$ cat config.mk
export PLATFORM = sky130hd
export DESIGN_NAME = sbinit_seq
export DESIGN_NICKNAME = d
export VERILOG_FILES = /design/src/rtl/sbinit_seq.sv
export SDC_FILE = /design/constraint.sdc
export NUM_CORES = 1
export LEC_CHECK = 0
export BUFFER_PORTS_ARGS = -buffer_cell sky130_fd_sc_hd__buf_2
export CORE_ASPECT_RATIO = 1.1
export CORE_MARGIN = 3
export CORE_UTILIZATION = 50
export CTS_CLUSTER_DIAMETER = 40
export DETAILED_ROUTE_END_ITERATION = 10
export PLACE_DENSITY = 0.7
export SLEW_MARGIN = 20
export SYNTH_ARGS = -nofsm -noshare
export SYNTH_HDL_FRONTEND = slang
export SYNTH_SLANG_ARGS = --single-unit
$ cat constraint.sdc
create_clock -name clk_100MHz -period 2.8 [get_ports clk_100MHz]
set_input_delay 0.14 -clock clk_100MHz [delete_from_list [all_inputs] [get_ports clk_100MHz]]
set_output_delay 0.14 -clock clk_100MHz [all_outputs]
set_load 0.05 [all_outputs]
$ cat src/rtl/sbinit_seq.sv
`default_nettype none
// ============================================================================
//  Module   : sbinit_seq
//  Purpose  : Sideband initialisation sequencer. Drives the SB clock-pattern
//             generator until the partner pattern is seen, sends a short
//             pattern tail, then exchanges OUT_OF_RESET, DONE_REQ and
//             DONE_RESP messages with the link partner. Every wait is guarded
//             by a timeout that lands the sequencer in ERROR.
//  Ports    : clk_100MHz      - single clock, rising edge
//             reset           - asynchronous, active-high reset
//             start_i         - level request, sampled in IDLE
//             pattern_det_i   - one-cycle pulse, partner pattern detected
//             rx_msg_valid_i  - qualifies rx_msg_code_i for one cycle
//             rx_msg_code_i   - received SB message code
//             tx_msg_ack_i    - one-cycle acceptance of the presented message
//             pattern_en_o    - clock-pattern generator enable
//             tx_msg_valid_o  - transmit request
//             tx_msg_code_o   - message code to transmit
//             busy_o          - sequence in progress
//             done_o          - sequence completed
//             error_o         - sequence timed out
//             state_o         - current state encoding
//  Revision : 1.0 - initial release
// ============================================================================
module sbinit_seq #(
  parameter logic [19:0] TIMEOUT_CYCLES = 20'd800000,
  parameter int unsigned PATTERN_TAIL   = 4
) (
  input  logic       clk_100MHz,
  input  logic       reset,
  input  logic       start_i,
  input  logic       pattern_det_i,
  input  logic       rx_msg_valid_i,
  input  logic [7:0] rx_msg_code_i,
  input  logic       tx_msg_ack_i,
  output logic       pattern_en_o,
  output logic       tx_msg_valid_o,
  output logic [7:0] tx_msg_code_o,
  output logic       busy_o,
  output logic       done_o,
  output logic       error_o,
  output logic [2:0] state_o
);

  localparam logic [7:0]  c_MSG_OOR      = 8'h01;
  localparam logic [7:0]  c_MSG_DREQ     = 8'h02;
  localparam logic [7:0]  c_MSG_DRSP     = 8'h03;
  localparam logic [19:0] c_TIMEOUT_LAST = TIMEOUT_CYCLES - 20'd1;
  localparam logic [7:0]  c_TAIL_LAST    = 8'(PATTERN_TAIL - 1);

  typedef enum logic [2:0] {
    S_IDLE    = 3'd0,
    S_PATTERN = 3'd1,
    S_TAIL    = 3'd2,
    S_OOR     = 3'd3,
    S_DREQ    = 3'd4,
    S_DRSP    = 3'd5,
    S_DONE    = 3'd6,
    S_ERROR   = 3'd7
  } state_t;

  state_t      r_state;
  logic [19:0] r_timer;
  logic [7:0]  r_tail_cnt;
  logic        r_rx_oor;
  logic        r_rx_dreq;
  logic        r_rx_drsp;
  logic        r_acked;

  state_t      w_next;
  logic        w_changed;
  logic        w_timeout;
  logic        w_timed;
  logic        w_ack;
  logic        w_msg_done;
  logic        w_hit_oor;
  logic        w_hit_dreq;
  logic        w_hit_drsp;
  logic        w_start_seq;

  assign state_o = r_state;

  // Ack only counts while a request is actually pending.
  assign w_ack      = tx_msg_valid_o & tx_msg_ack_i;
  assign w_msg_done = r_acked | w_ack;

  assign w_hit_oor  = rx_msg_valid_i & (rx_msg_code_i == c_MSG_OOR);
  assign w_hit_dreq = rx_msg_valid_i & (rx_msg_code_i == c_MSG_DREQ);
  assign w_hit_drsp = rx_msg_valid_i & (rx_msg_code_i == c_MSG_DRSP);

  assign w_timed     = (r_state != S_IDLE) && (r_state != S_DONE) && (r_state != S_ERROR);
  assign w_timeout   = w_timed && (r_timer == c_TIMEOUT_LAST);
  assign w_start_seq = (r_state == S_IDLE) && start_i;
  assign w_changed   = (w_next != r_state);

  // Next-state decision. Timeout is checked first so it wins over any
  // advance condition arriving in the same cycle. A partner message arriving
  // in the same cycle as our ack is accepted alongside the sticky flag.
  always_comb begin
    w_next = r_state;
    case (r_state)
      S_IDLE:    if (start_i) w_next = S_PATTERN;
      S_PATTERN: begin
        if (w_timeout)          w_next = S_ERROR;
        else if (pattern_det_i) w_next = S_TAIL;
      end
      S_TAIL: begin
        if (w_timeout)                       w_next = S_ERROR;
        else if (r_tail_cnt == c_TAIL_LAST)  w_next = S_OOR;
      end
      S_OOR: begin
        if (w_timeout)                                   w_next = S_ERROR;
        else if (w_msg_done && (r_rx_oor | w_hit_oor))   w_next = S_DREQ;
      end
      S_DREQ: begin
        if (w_timeout)                                   w_next = S_ERROR;
        else if (w_msg_done && (r_rx_dreq | w_hit_dreq)) w_next = S_DRSP;
      end
      S_DRSP: begin
        if (w_timeout)                                   w_next = S_ERROR;
        else if (w_msg_done && (r_rx_drsp | w_hit_drsp)) w_next = S_DONE;
      end
      S_DONE:    if (!start_i) w_next = S_IDLE;
      S_ERROR:   if (!start_i) w_next = S_IDLE;
      default:   w_next = S_IDLE;
    endcase
  end

  // State, counters, flags and all outputs. Outputs are loaded from the
  // next state so they change on the same edge as state_o.
  always_ff @(posedge clk_100MHz or posedge reset) begin
    if (reset) begin
      r_state        <= S_IDLE;
      r_timer        <= 20'd0;
      r_tail_cnt     <= 8'd0;
      r_rx_oor       <= 1'b0;
      r_rx_dreq      <= 1'b0;
      r_rx_drsp      <= 1'b0;
      r_acked        <= 1'b0;
      pattern_en_o   <= 1'b0;
      tx_msg_valid_o <= 1'b0;
      tx_msg_code_o  <= 8'h00;
      busy_o         <= 1'b0;
      done_o         <= 1'b0;
      error_o        <= 1'b0;
    end else begin
      r_state <= w_next;

      if (w_changed || !w_timed) r_timer <= 20'd0;
      else                       r_timer <= r_timer + 20'd1;

      if (w_changed)               r_tail_cnt <= 8'd0;
      else if (r_state == S_TAIL)  r_tail_cnt <= r_tail_cnt + 8'd1;

      // Flags persist across states so partner messages that arrive early
      // are remembered; a message coinciding with the clear is dropped.
      if (w_start_seq) begin
        r_rx_oor  <= 1'b0;
        r_rx_dreq <= 1'b0;
        r_rx_drsp <= 1'b0;
      end else if (r_state != S_IDLE) begin
        if (w_hit_oor)  r_rx_oor  <= 1'b1;
        if (w_hit_dreq) r_rx_dreq <= 1'b1;
        if (w_hit_drsp) r_rx_drsp <= 1'b1;
      end

      // One message per state visit: raised on entry, dropped after ack.
      // Leaving for any other state (including ERROR) abandons the request.
      if (w_changed) begin
        r_acked <= 1'b0;
        case (w_next)
          S_OOR: begin
            tx_msg_valid_o <= 1'b1;
            tx_msg_code_o  <= c_MSG_OOR;
          end
          S_DREQ: begin
            tx_msg_valid_o <= 1'b1;
            tx_msg_code_o  <= c_MSG_DREQ;
          end
          S_DRSP: begin
            tx_msg_valid_o <= 1'b1;
            tx_msg_code_o  <= c_MSG_DRSP;
          end
          default: begin
            tx_msg_valid_o <= 1'b0;
            tx_msg_code_o  <= 8'h00;
          end
        endcase
      end else if (w_ack) begin
        r_acked        <= 1'b1;
        tx_msg_valid_o <= 1'b0;
        tx_msg_code_o  <= 8'h00;
      end

      pattern_en_o <= (w_next == S_PATTERN) || (w_next == S_TAIL);
      busy_o       <= (w_next != S_IDLE) && (w_next != S_DONE) && (w_next != S_ERROR);
      done_o       <= (w_next == S_DONE);
      error_o      <= (w_next == S_ERROR);
    end
  end

endmodule
`default_nettype wire
==> impl_metrics.csv, run 1 <==
group,metric,value,unit
run_status,outcome,"finished, final reports clean",
hold_path,min_from,"rx_msg_code_i[0]",
synth,yosysUniqueCellTypes,54,
clock_tree,cts_tree,"built",
sta,setup_violations,0,
worst_setup_path,cp_slowest_cell,"dfrtp_1",
clock_tree,clockBufferDepth,2,
routing,vias,1768,
hold_path,hp-class,"in2reg",
synth,ys_warn_count,0,
worst_setup_path,endpoint_kind,"flop",
pwr,pwr-share-comb,0.510,
sta,hold_violations,0,
synth,netlist_instances,239,
routing,drt_iter0_markers,89,
worst_setup_path,worstPathRequired,3030,ps
pwr,pwr-share-clk,0.162,
worst_setup_path,r2r_cells,8,
sta,layout_setup_ws,295,ps
die,die_y,78.2,um
routing,wl_per_cell,14.2,um
sta,maxSlewHeadroom,0.561,
routing,via_per_inst,5.47,
synth,synth_mux_area_frac,0.0216,
die,row_count,25,
sta,worstMarginPinSlew,658,ps
synth,synthSimpleGateAreaFrac,0.250,
pwr,ir_drop,0.470,mV
flow_run,cap_violations,0,
worst_setup_path,cp_cell_sequence,"or2_1 > a21o_1 > o41ai_1 > a211oi_1 > and3_4 > o31ai_4 > buf_4 > mux2i_1",
synth,syn_avg_cell_area,9.93,sq um
die,die_area,5610,sq um
final_layout,final_layout_size_suffix_gt1_frac,0.186,
die,start_util,0.534,
hold_path,hold_path_depth,2,
pwr,switching_share,0.471,
sta,skew,8.18,ps
sta,fin_tns_setup,0,ps
worst_setup_path,critPathMaxStageDelay,550,ps
final_layout,nets,284,
die,dieWidth,71.7,um
routing,first_pass_iters,4,
grt,grt_max_degree,21,
synth,synth_compound_area_frac,0.128,
routing,antenna_left,0,
synth,yosys_most_used_dff,"dfrtp_1",
grt,grt_pass1_wl,8040,um
worst_setup_path,critPathLaunchType,"flop",
synth,async_flop_share,1.00,
sta,fin_crit_sh,0.895,
pwr,powerDensity,970,nW/um^2
pwr,p_total,2.54,mW
clock_tree,clockRootBuffer,"clkbuf_8",
synth,synth-seq-cells,42,
synth,synth_adder_area_share,0.0105,
pwr,p_leak,1.14,nW
sta,maxSlewViolCount,0,
hold_path,worstHoldEndpoint,"r_rx_dreq$_DFFE_PP0P_",
place,pre_cts_slack,306,ps
clock_tree,cts_buffers,5,
worst_setup_path,r2r_start,"state_o[0]$_DFF_PP0_",
place,hpwl,3410,um
die,core_area,4440,sq um
clock_tree,insertion_delay,300,ps
synth,ys_seq_area_frac,0.443,
clock_tree,clk_pin_slew,90,ps
sta,rsz0062_at_grt,"false",
sta,max_freq,399,MHz
grt,antenna_found_initial,0,
pwr,p_switching,1.20,mW
sta,min_period,2510,ps
synth,synth_top_family_by_area,"simple AND/OR/NAND/NOR gates",
routing,drc,0,
synth,synth-edff-count,0,
grt,overflow,0,
synth,synthesis.area,2370,sq um
pwr,p_int,1.34,mW
worst_setup_path,criticalPathCategory,"reg2reg",
place,port_buffers,23,
clock_tree,clock-sinks,42,
final_layout,areaGrowthSynthToFinish,10.4,%
routing,wirelength,4600,um
place,gp_congestion,0.874,
worst_setup_path,arrival,2740,ps
die,io_pins,30,
clock_tree,h-tree-depth,2,
synth,synth_xor_area_frac,0.0886,
pwr,p_seq_frac,0.328,
grt,grt_pass1_vias,1818,
worst_setup_path,cp_max_fo,13,
worst_setup_path,reg2reg_slack,290,ps
final_layout,diodes,0,
grt,grt_use_total,0.180,
worst_setup_path,r2r_end,"tx_msg_code_o[0]$_DFFE_PP0P_",
==> per-layer routing <==
layer / global-route usage / wire [um]
met5: 0 / 0
met4: 0.0752 / 67
met3: 0.0435 / 165
met2: 0.304 / 2350
met1: 0.218 / 2020
==> stage by stage <==
| step | area, sq um | hold WS (ps) | cells | util |
|---|---|---|---|---|
| after global placement | 2510 | 157 | 314 | 0.566 |
| after detailed placement | 2510 | 170 | 314 | 0.566 |
| after CTS | 2620 | 91.2 | 323 | 0.590 |
| final | 2620 | 98.2 | 323 | 0.590 |
| after global routing | 2620 | 101 | 323 | 0.590 |
| after floorplan | 2390 | 237 | 244 | - |
==> synth_stat cells (6+ instances only) <==
| library cell | instances | share of area |
|---|---|---|
| nand2_1 | 15 | 0.024 |
| nand4_1 | 8 | 0.021 |
| dfrtp_1 | 42 | 0.44 |
| xnor2_1 | 7 | 0.026 |
| o21ai_0 | 6 | 0.013 |
| nand3_1 | 9 | 0.019 |
| nor2_1 | 46 | 0.073 |
| inv_1 | 10 | 0.016 |
| buf_4 | 7 | 0.022 |
| xor2_1 | 17 | 0.063 |
==> logic make-up after synthesis <==
logic type,Yosys count
xor gates and xnor gates,24
DFF,42
other,1
AOI/OAI and AO/OA,34
buffers and inverters,22
and+or+nand+nor,109
muxes,5
adders and majority gates,2
==> power groups by stage <==
| stage | sequential [mW] | combinational (mW) | clock (mW) |
|---|---|---|---|
| after floorplan | 0.972 | 0.930 | 0 |
| after global placement | 0.843 | 1.27 | 0 |
| after detailed placement | 0.843 | 1.29 | 0 |
| after CTS | 0.831 | 1.30 | 0.426 |
| after global routing | 0.848 | 1.41 | 0.454 |
| final | 0.834 | 1.29 | 0.412 |
==> cell usage in the layout, fill, tap and decap left out, types with 4 or more instances in the layout <==
cell	Yosys	layout
buf_4	7	5
buf_2	2	23
conb_1	1	6
clkbuf_8	0	5
dfrtp_1	42	42
a21oi_1	4	4
nand3_1	9	9
nand2_1	15	15
inv_1	10	10
xor2_1	17	17
mux2i_1	4	4
o21ai_0	6	6
and4_1	4	4
xnor2_1	7	7
nor2_1	46	46
nor3_1	4	4
nand4_1	8	8
==> sequential cells by signal, indices dropped and copies added, names as in the netlist, 2 cells and up <==
register / count
r_tail_cnt: 8
r_timer: 20
state_o: 3
tx_msg_code_o: 2
==> critical path, delay by kind of cell (launching register included) <==
kind / cells / cell delay, ps
AND/OR/NAND/NOR: 2 / 570
multiplexers: 1 / 190
AO/OA/AOI/OAI: 4 / 910
buffers and inverters: 1 / 220
flip-flops: 1 / 550
==> worst max path at each step <==
stage	startpoint	end	slack [ps]
final	state_o[0]$_DFF_PP0_	tx_msg_code_o[0]$_DFFE_PP0P_	290
after detailed placement	state_o[0]$_DFF_PP0_	tx_msg_code_o[1]$_DFFE_PP0P_	310
after global placement	state_o[0]$_DFF_PP0_	tx_msg_code_o[0]$_DFFE_PP0P_	340
after floorplan	state_o[1]$_DFF_PP0_	tx_msg_valid_o$_DFFE_PP0P_	230
after global routing	state_o[0]$_DFF_PP0_	tx_msg_code_o[1]$_DFFE_PP0P_	120
after CTS	state_o[0]$_DFF_PP0_	tx_msg_code_o[1]$_DFFE_PP0P_	290
==> timing repair <==
action | in CTS | in global routing
hold endpoints to repair | 10 | 0
setup buffers | 0 | 0
hold buffers | 1 | 0
gates resized for setup | 0 | 0
==> cell type report <==
type | instances | area (sq um)
clock buffer | 5 | 68.8
fill | 391 | 1820
sequential | 42 | 1050
inverter | 10 | 37.5
clock inverter | 3 | 25.0
tap | 54 | 67.6
timing repair buffer | 29 | 163
multi-input combinational | 180 | 1210
Power figures use the tool's default switching activity.
==> inputs of run 2 (changes only) <==
CORE_MARGIN = unset   (was 3)
==> impl_metrics.csv, run 2 (synthesized netlist as in run 1, its figures left out) <==
group,metric,value,unit
run_status,outcome,"finished, final reports clean",
routing,wirelength,4430,um
grt,antenna_found_initial,0,
worst_setup_path,critPathMaxStageDelay,530,ps
die,die_area,5020,sq um
die,io_pins,30,
place,port_buffers,23,
worst_setup_path,criticalPathCategory,"reg2reg",
final_layout,final_cell_mix,"nor2_1, dfrtp_1, buf_2, xor2_1, nand2_1",
routing,vias,1735,
sta,setup_violations,0,
clock_tree,clockRootBuffer,"clkbuf_8",
place,hpwl,3310,um
grt,grt_pass1_vias,1666,
clock_tree,cts_tree,"built",
final_layout,largest_register,"r_timer",
place,place_area,2510,sq um
clock_tree,cts_buffers,5,
die,core_area,4410,sq um
worst_setup_path,worstPathRequired,3020,ps
grt,grt_max_degree,24,
worst_setup_path,cp_cell_sequence,"or2_1 > a21o_1 > o41ai_1 > a211oi_1 > and3_4 > o31ai_4 > buf_4 > mux2i_1",
routing,drt_iter0_markers,129,
pwr,powerDensity,970,nW/um^2
final_layout,diodes,0,
worst_setup_path,cp_max_fo,13,
clock_tree,clk_pin_slew,80,ps
pwr,p_leak,1.14,nW
sta,fin_crit_sh,0.890,
sta,maxSlewHeadroom,0.520,
grt,grt_util_met3,0.0445,
sta,hold_ws,133,ps
grt,grt_pass1_wl,7520,um
final_layout,nFillCells,387,
grt,overflow,0,
final_layout,multi_input_area,1210,sq um
die,dieWidth,67.7,um
clock_tree,clockBufferDepth,2,
final_layout,final_common_cell,"nor2_1",
flow_run,cap_violations,0,
sta,min_period,2490,ps
worst_setup_path,endpoint_kind,"flop",
final_layout,ff_latch_area,1050,sq um
sta,max_freq,401,MHz
die,row_count,25,
pwr,p_total,2.53,mW
clock_tree,clock-sinks,42,
die,die_y,74.2,um
clock_tree,cts_resized,0,
final_layout,fin_area,2610,sq um
final_layout,areaGrowthSynthToFinish,10.1,%
clock_tree,cts_setup_buffers,0,
grt,grt_use_total,0.201,
routing,drc,0,
routing,first_pass_iters,4,
final_layout,final_core_util,0.592,
final_layout,nets,283,
routing,via_per_inst,5.39,
place,gp_congestion,0.935,
die,start_util,0.538,
clock_tree,h-tree-depth,2,
hold_path,hp-class,"in2reg",
sta,skew,5.67,ps
final_layout,final_layout_size_suffix_gt1_frac,0.179,
worst_setup_path,cp_slowest_cell,"dfrtp_1",
clock_tree,insertion_delay,290,ps
sta,rsz0062_at_grt,"false",
sta,fin_tns_setup,0,ps
grt,use_met1,0.250,
sta,hold_violations,0,
pwr,ir_drop,0.380,mV
sta,worstMarginPinSlew,720,ps
routing,wl_per_cell,13.7,um
grt,busiest_layer,"met2",
routing,antenna_left,0,
final_layout,largest_reg_flops,20,
worst_setup_path,critPathLaunchType,"flop",
sta,maxSlewViolCount,0,
worst_setup_path,arrival,2710,ps
grt,grtUsageMet2,0.333,
run 2: cell types whose count changed in the layout (fill, tap and decap cells not counted):
| cell | change |
|---|---|
| buf_4 | -1 |
| clkbuf_1 | +1 |
| clkbuf_8 | +1 |
| clkinv_4 | -1 |
| clkinvlp_4 | -1 |
run 2: power by group:
part,internal [mW],switching (mW)
sequential,0.712,0.119
combinational,0.451,0.842
clock,0.204,0.207
total,1.37,1.17
run 2: per-layer routing:
metal	share of wire	wire length [um]	up-vias
met5	0	0	-
met4	0.016	71	0
met3	0.032	143	8
met2	0.49	2160	32
met1	0.46	2050	807
li1	-	-	888
run 2: worst paths after layout:
kind / cells past startpoint / end / slack, ps / start
setup / recovery: 8 / tx_msg_code_o[1]$_DFFE_PP0P_ / 310 / state_o[0]$_DFF_PP0_
hold / removal: 2 / r_rx_dreq$_DFFE_PP0P_ / 130 / rx_msg_code_i[0]
setup reg to reg: 8 / tx_msg_code_o[1]$_DFFE_PP0P_ / 310 / state_o[0]$_DFF_PP0_
hold reg to reg: 1 / r_timer[0]$_DFF_PP0_ / 450 / r_timer[0]$_DFF_PP0_
max in group asynchronous: 4 / r_rx_oor$_DFFE_PP0P_ / 1520 / reset
min in group asynchronous: 3 / r_tail_cnt[0]$_DFFE_PP0P_ / 510 / reset
run 2: metrics by stage:
step	setup slack, ps	std cells
CTS	326	322
global placement	348	313
finish	308	322
detailed placement	349	313
floorplan	231	244
global route	121	322
run 2: layout make-up:
class,count,area share
clock buffers,7,0.0330
repair buffers,28,0.0594
clock inverters,1,0.00335
well taps,54,0.0259
flip-flops and latches,42,0.402
inverters,10,0.0144
multi-input cells,180,0.462
run 2: critical path, delay by kind of cell (launching register included):
family | cells | cell delay (ps)
AOI/OAI and AO/OA | 4 | 910
and+or+nand+nor | 2 | 550
DFF | 1 | 530
buffers and inverters | 1 | 220
muxes | 1 | 190
run 2: timing repair:
action,CTS,global route
endpoints found under the setup margin,0,0
hold buffers,1,0
hold endpoints to repair,19,0
==> inputs of run 3 (changes only) <==
CORE_ASPECT_RATIO = unset   (was 1.1)
CTS_BUF_LIST = sky130_fd_sc_hd__clkbuf_4 sky130_fd_sc_hd__clkbuf_8 sky130_fd_sc_hd__clkbuf_16   (was unset)
==> impl_metrics.csv, run 3 (synthesized netlist as in run 1, its figures left out) <==
group,metric,value,unit
run_status,outcome,"finished, final reports clean",
grt,busiest_layer,"met2",
routing,first_pass_iters,7,
pwr,powerDensity,962,nW/um^2
final_layout,largest_reg_flops,20,
final_layout,nets,283,
pwr,p_leak,1.14,nW
grt,grt_util_met3,0.0470,
worst_setup_path,critPathMaxStageDelay,610,ps
clock_tree,clock-sinks,42,
die,die_area,5020,sq um
final_layout,final_common_cell,"nor2_1",
grt,use_met1,0.246,
pwr,pwr-share-comb,0.504,
pwr,p_seq_frac,0.332,
worst_setup_path,cp_slowest_cell,"dfrtp_1",
routing,vias,1726,
die,die_y,70.9,um
worst_setup_path,r2r_start,"state_o[2]$_DFF_PP0_",
die,core_area,4440,sq um
sta,skew,4.48,ps
sta,worstMarginPinSlew,648,ps
clock_tree,cts_buffers,5,
hold_path,hp-class,"in2reg",
final_layout,diodes,0,
place,port_buffers,23,
worst_setup_path,reg2reg_slack,340,ps
sta,max_freq,407,MHz
worst_setup_path,arrival,2680,ps
sta,setup_violations,0,
die,start_util,0.534,
sta,maxSlewHeadroom,0.568,
place,gp_congestion,0.836,
routing,via_per_inst,5.39,
worst_setup_path,critPathTopFamily,"simple AND/OR/NAND/NOR gates",
pwr,ir_drop,0.341,mV
worst_setup_path,cp_cell_sequence,"or3_1 > nand3_1 > nor3_2 > a211oi_1 > and3_4 > o31ai_4 > buf_4 > mux2i_1",
grt,overflow,0,
clock_tree,h-tree-depth,2,
clock_tree,clockRootBuffer,"clkbuf_8",
worst_setup_path,cp_max_fo,15,
final_layout,areaGrowthSynthToFinish,10.0,%
place,hpwl,3110,um
routing,wl_per_cell,13.3,um
hold_path,min_from,"rx_msg_code_i[0]",
pwr,switching_share,0.454,
worst_setup_path,crit_end,"tx_msg_code_o[0]$_DFFE_PP0P_",
die,dieWidth,70.9,um
worst_setup_path,crit_cells,8,
clock_tree,insertion_delay,290,ps
clock_tree,cts_resized,0,
pwr,pwr-share-clk,0.164,
sta,fin_tns_setup,0,ps
final_layout,final_layout_size_suffix_gt1_frac,0.183,
clock_tree,cts_tree,"built",
pwr,p_int,1.37,mW
sta,min_period,2460,ps
sta,rsz0062_at_grt,"false",
pwr,p_switching,1.14,mW
sta,fin_crit_sh,0.878,
grt,grt_pass1_wl,7320,um
worst_setup_path,startpoint,"state_o[2]$_DFF_PP0_",
worst_setup_path,path_buf_inv,1,
final_layout,largest_register,"r_timer",
die,io_pins,30,
grt,grt_pass1_vias,1614,
flow_run,cap_violations,0,
final_layout,final_cell_mix,"nor2_1, dfrtp_1, buf_2, xor2_1, nand2_1",
routing,wirelength,4250,um
routing,drc,0,
pwr,p_total,2.51,mW
worst_setup_path,worstPathRequired,3020,ps
worst_setup_path,endpoint_kind,"flop",
worst_setup_path,critPathLaunchType,"flop",
routing,drt_iter0_markers,87,
clock_tree,clk_pin_slew,80,ps
sta,hold_violations,0,
grt,grtUsageMet2,0.302,
grt,antenna_found_initial,0,
clock_tree,clockBufferDepth,2,
grt,grt_use_total,0.187,
worst_setup_path,criticalPathCategory,"reg2reg",
sta,maxSlewViolCount,0,
die,row_count,24,
routing,antenna_left,0,
grt,grt_max_degree,43,
worst_setup_path,r2r_end,"tx_msg_code_o[0]$_DFFE_PP0P_",
worst_setup_path,r2r_cells,8,
run 3: cell type report:
| type | count | area, sq um |
|---|---|---|
| fillers | 410 | 1830 |
| multi-input cells | 180 | 1210 |
| flip-flops and latches | 42 | 1050 |
| repair buffers | 28 | 155 |
| clock buffers | 7 | 90.1 |
| well taps | 52 | 65.1 |
| inverters | 10 | 37.5 |
| clock inverters | 1 | 5.00 |
run 3: worst min path at each step:
stage	cells after the start	slack (ps)	to
2_1_floorplan	1	240	r_rx_dreq$_DFFE_PP0P_
5_1_grt	2	120	r_rx_dreq$_DFFE_PP0P_
3_3_place_gp	3	300	r_tail_cnt[1]$_DFFE_PP0P_
3_5_place_dp	3	310	r_tail_cnt[2]$_DFFE_PP0P_
4_1_cts	2	100	r_rx_dreq$_DFFE_PP0P_
6_report	2	110	r_rx_dreq$_DFFE_PP0P_
run 3: layer usage:
layer	vias to the layer above	routed length (um)
met3	4	160
met5	-	0
met4	0	63
met1	799	2070
met2	39	1960
li1	884	-
run 3: power groups by stage:
stage               Clock, mW  Combinational [mW]  Sequential, mW
detailed placement          0                1.28           0.847
finish                  0.413                1.27           0.833
CTS                     0.433                1.29           0.834
global placement            0                1.27           0.844
floorplan                   0               0.930           0.972
global route            0.454                1.39           0.850
run 3: stage by stage:
stage,hold WS (ps),area (sq um),setup slack [ps],cells,utilization
after detailed placement,308,2500,361,311,0.564
after floorplan,237,2390,231,244,-
after global routing,119,2610,104,320,0.587
final,114,2610,343,320,0.587
after CTS,98.0,2610,349,320,0.587
after global placement,296,2500,385,311,0.564
run 3: repair_timing:
item | 4_1_cts | 5_1_grt
setup buffers | 0 | 0
endpoints found under the setup margin | 0 | 0
hold buffers | 1 | 0
endpoints found under the hold margin | 42 | 0
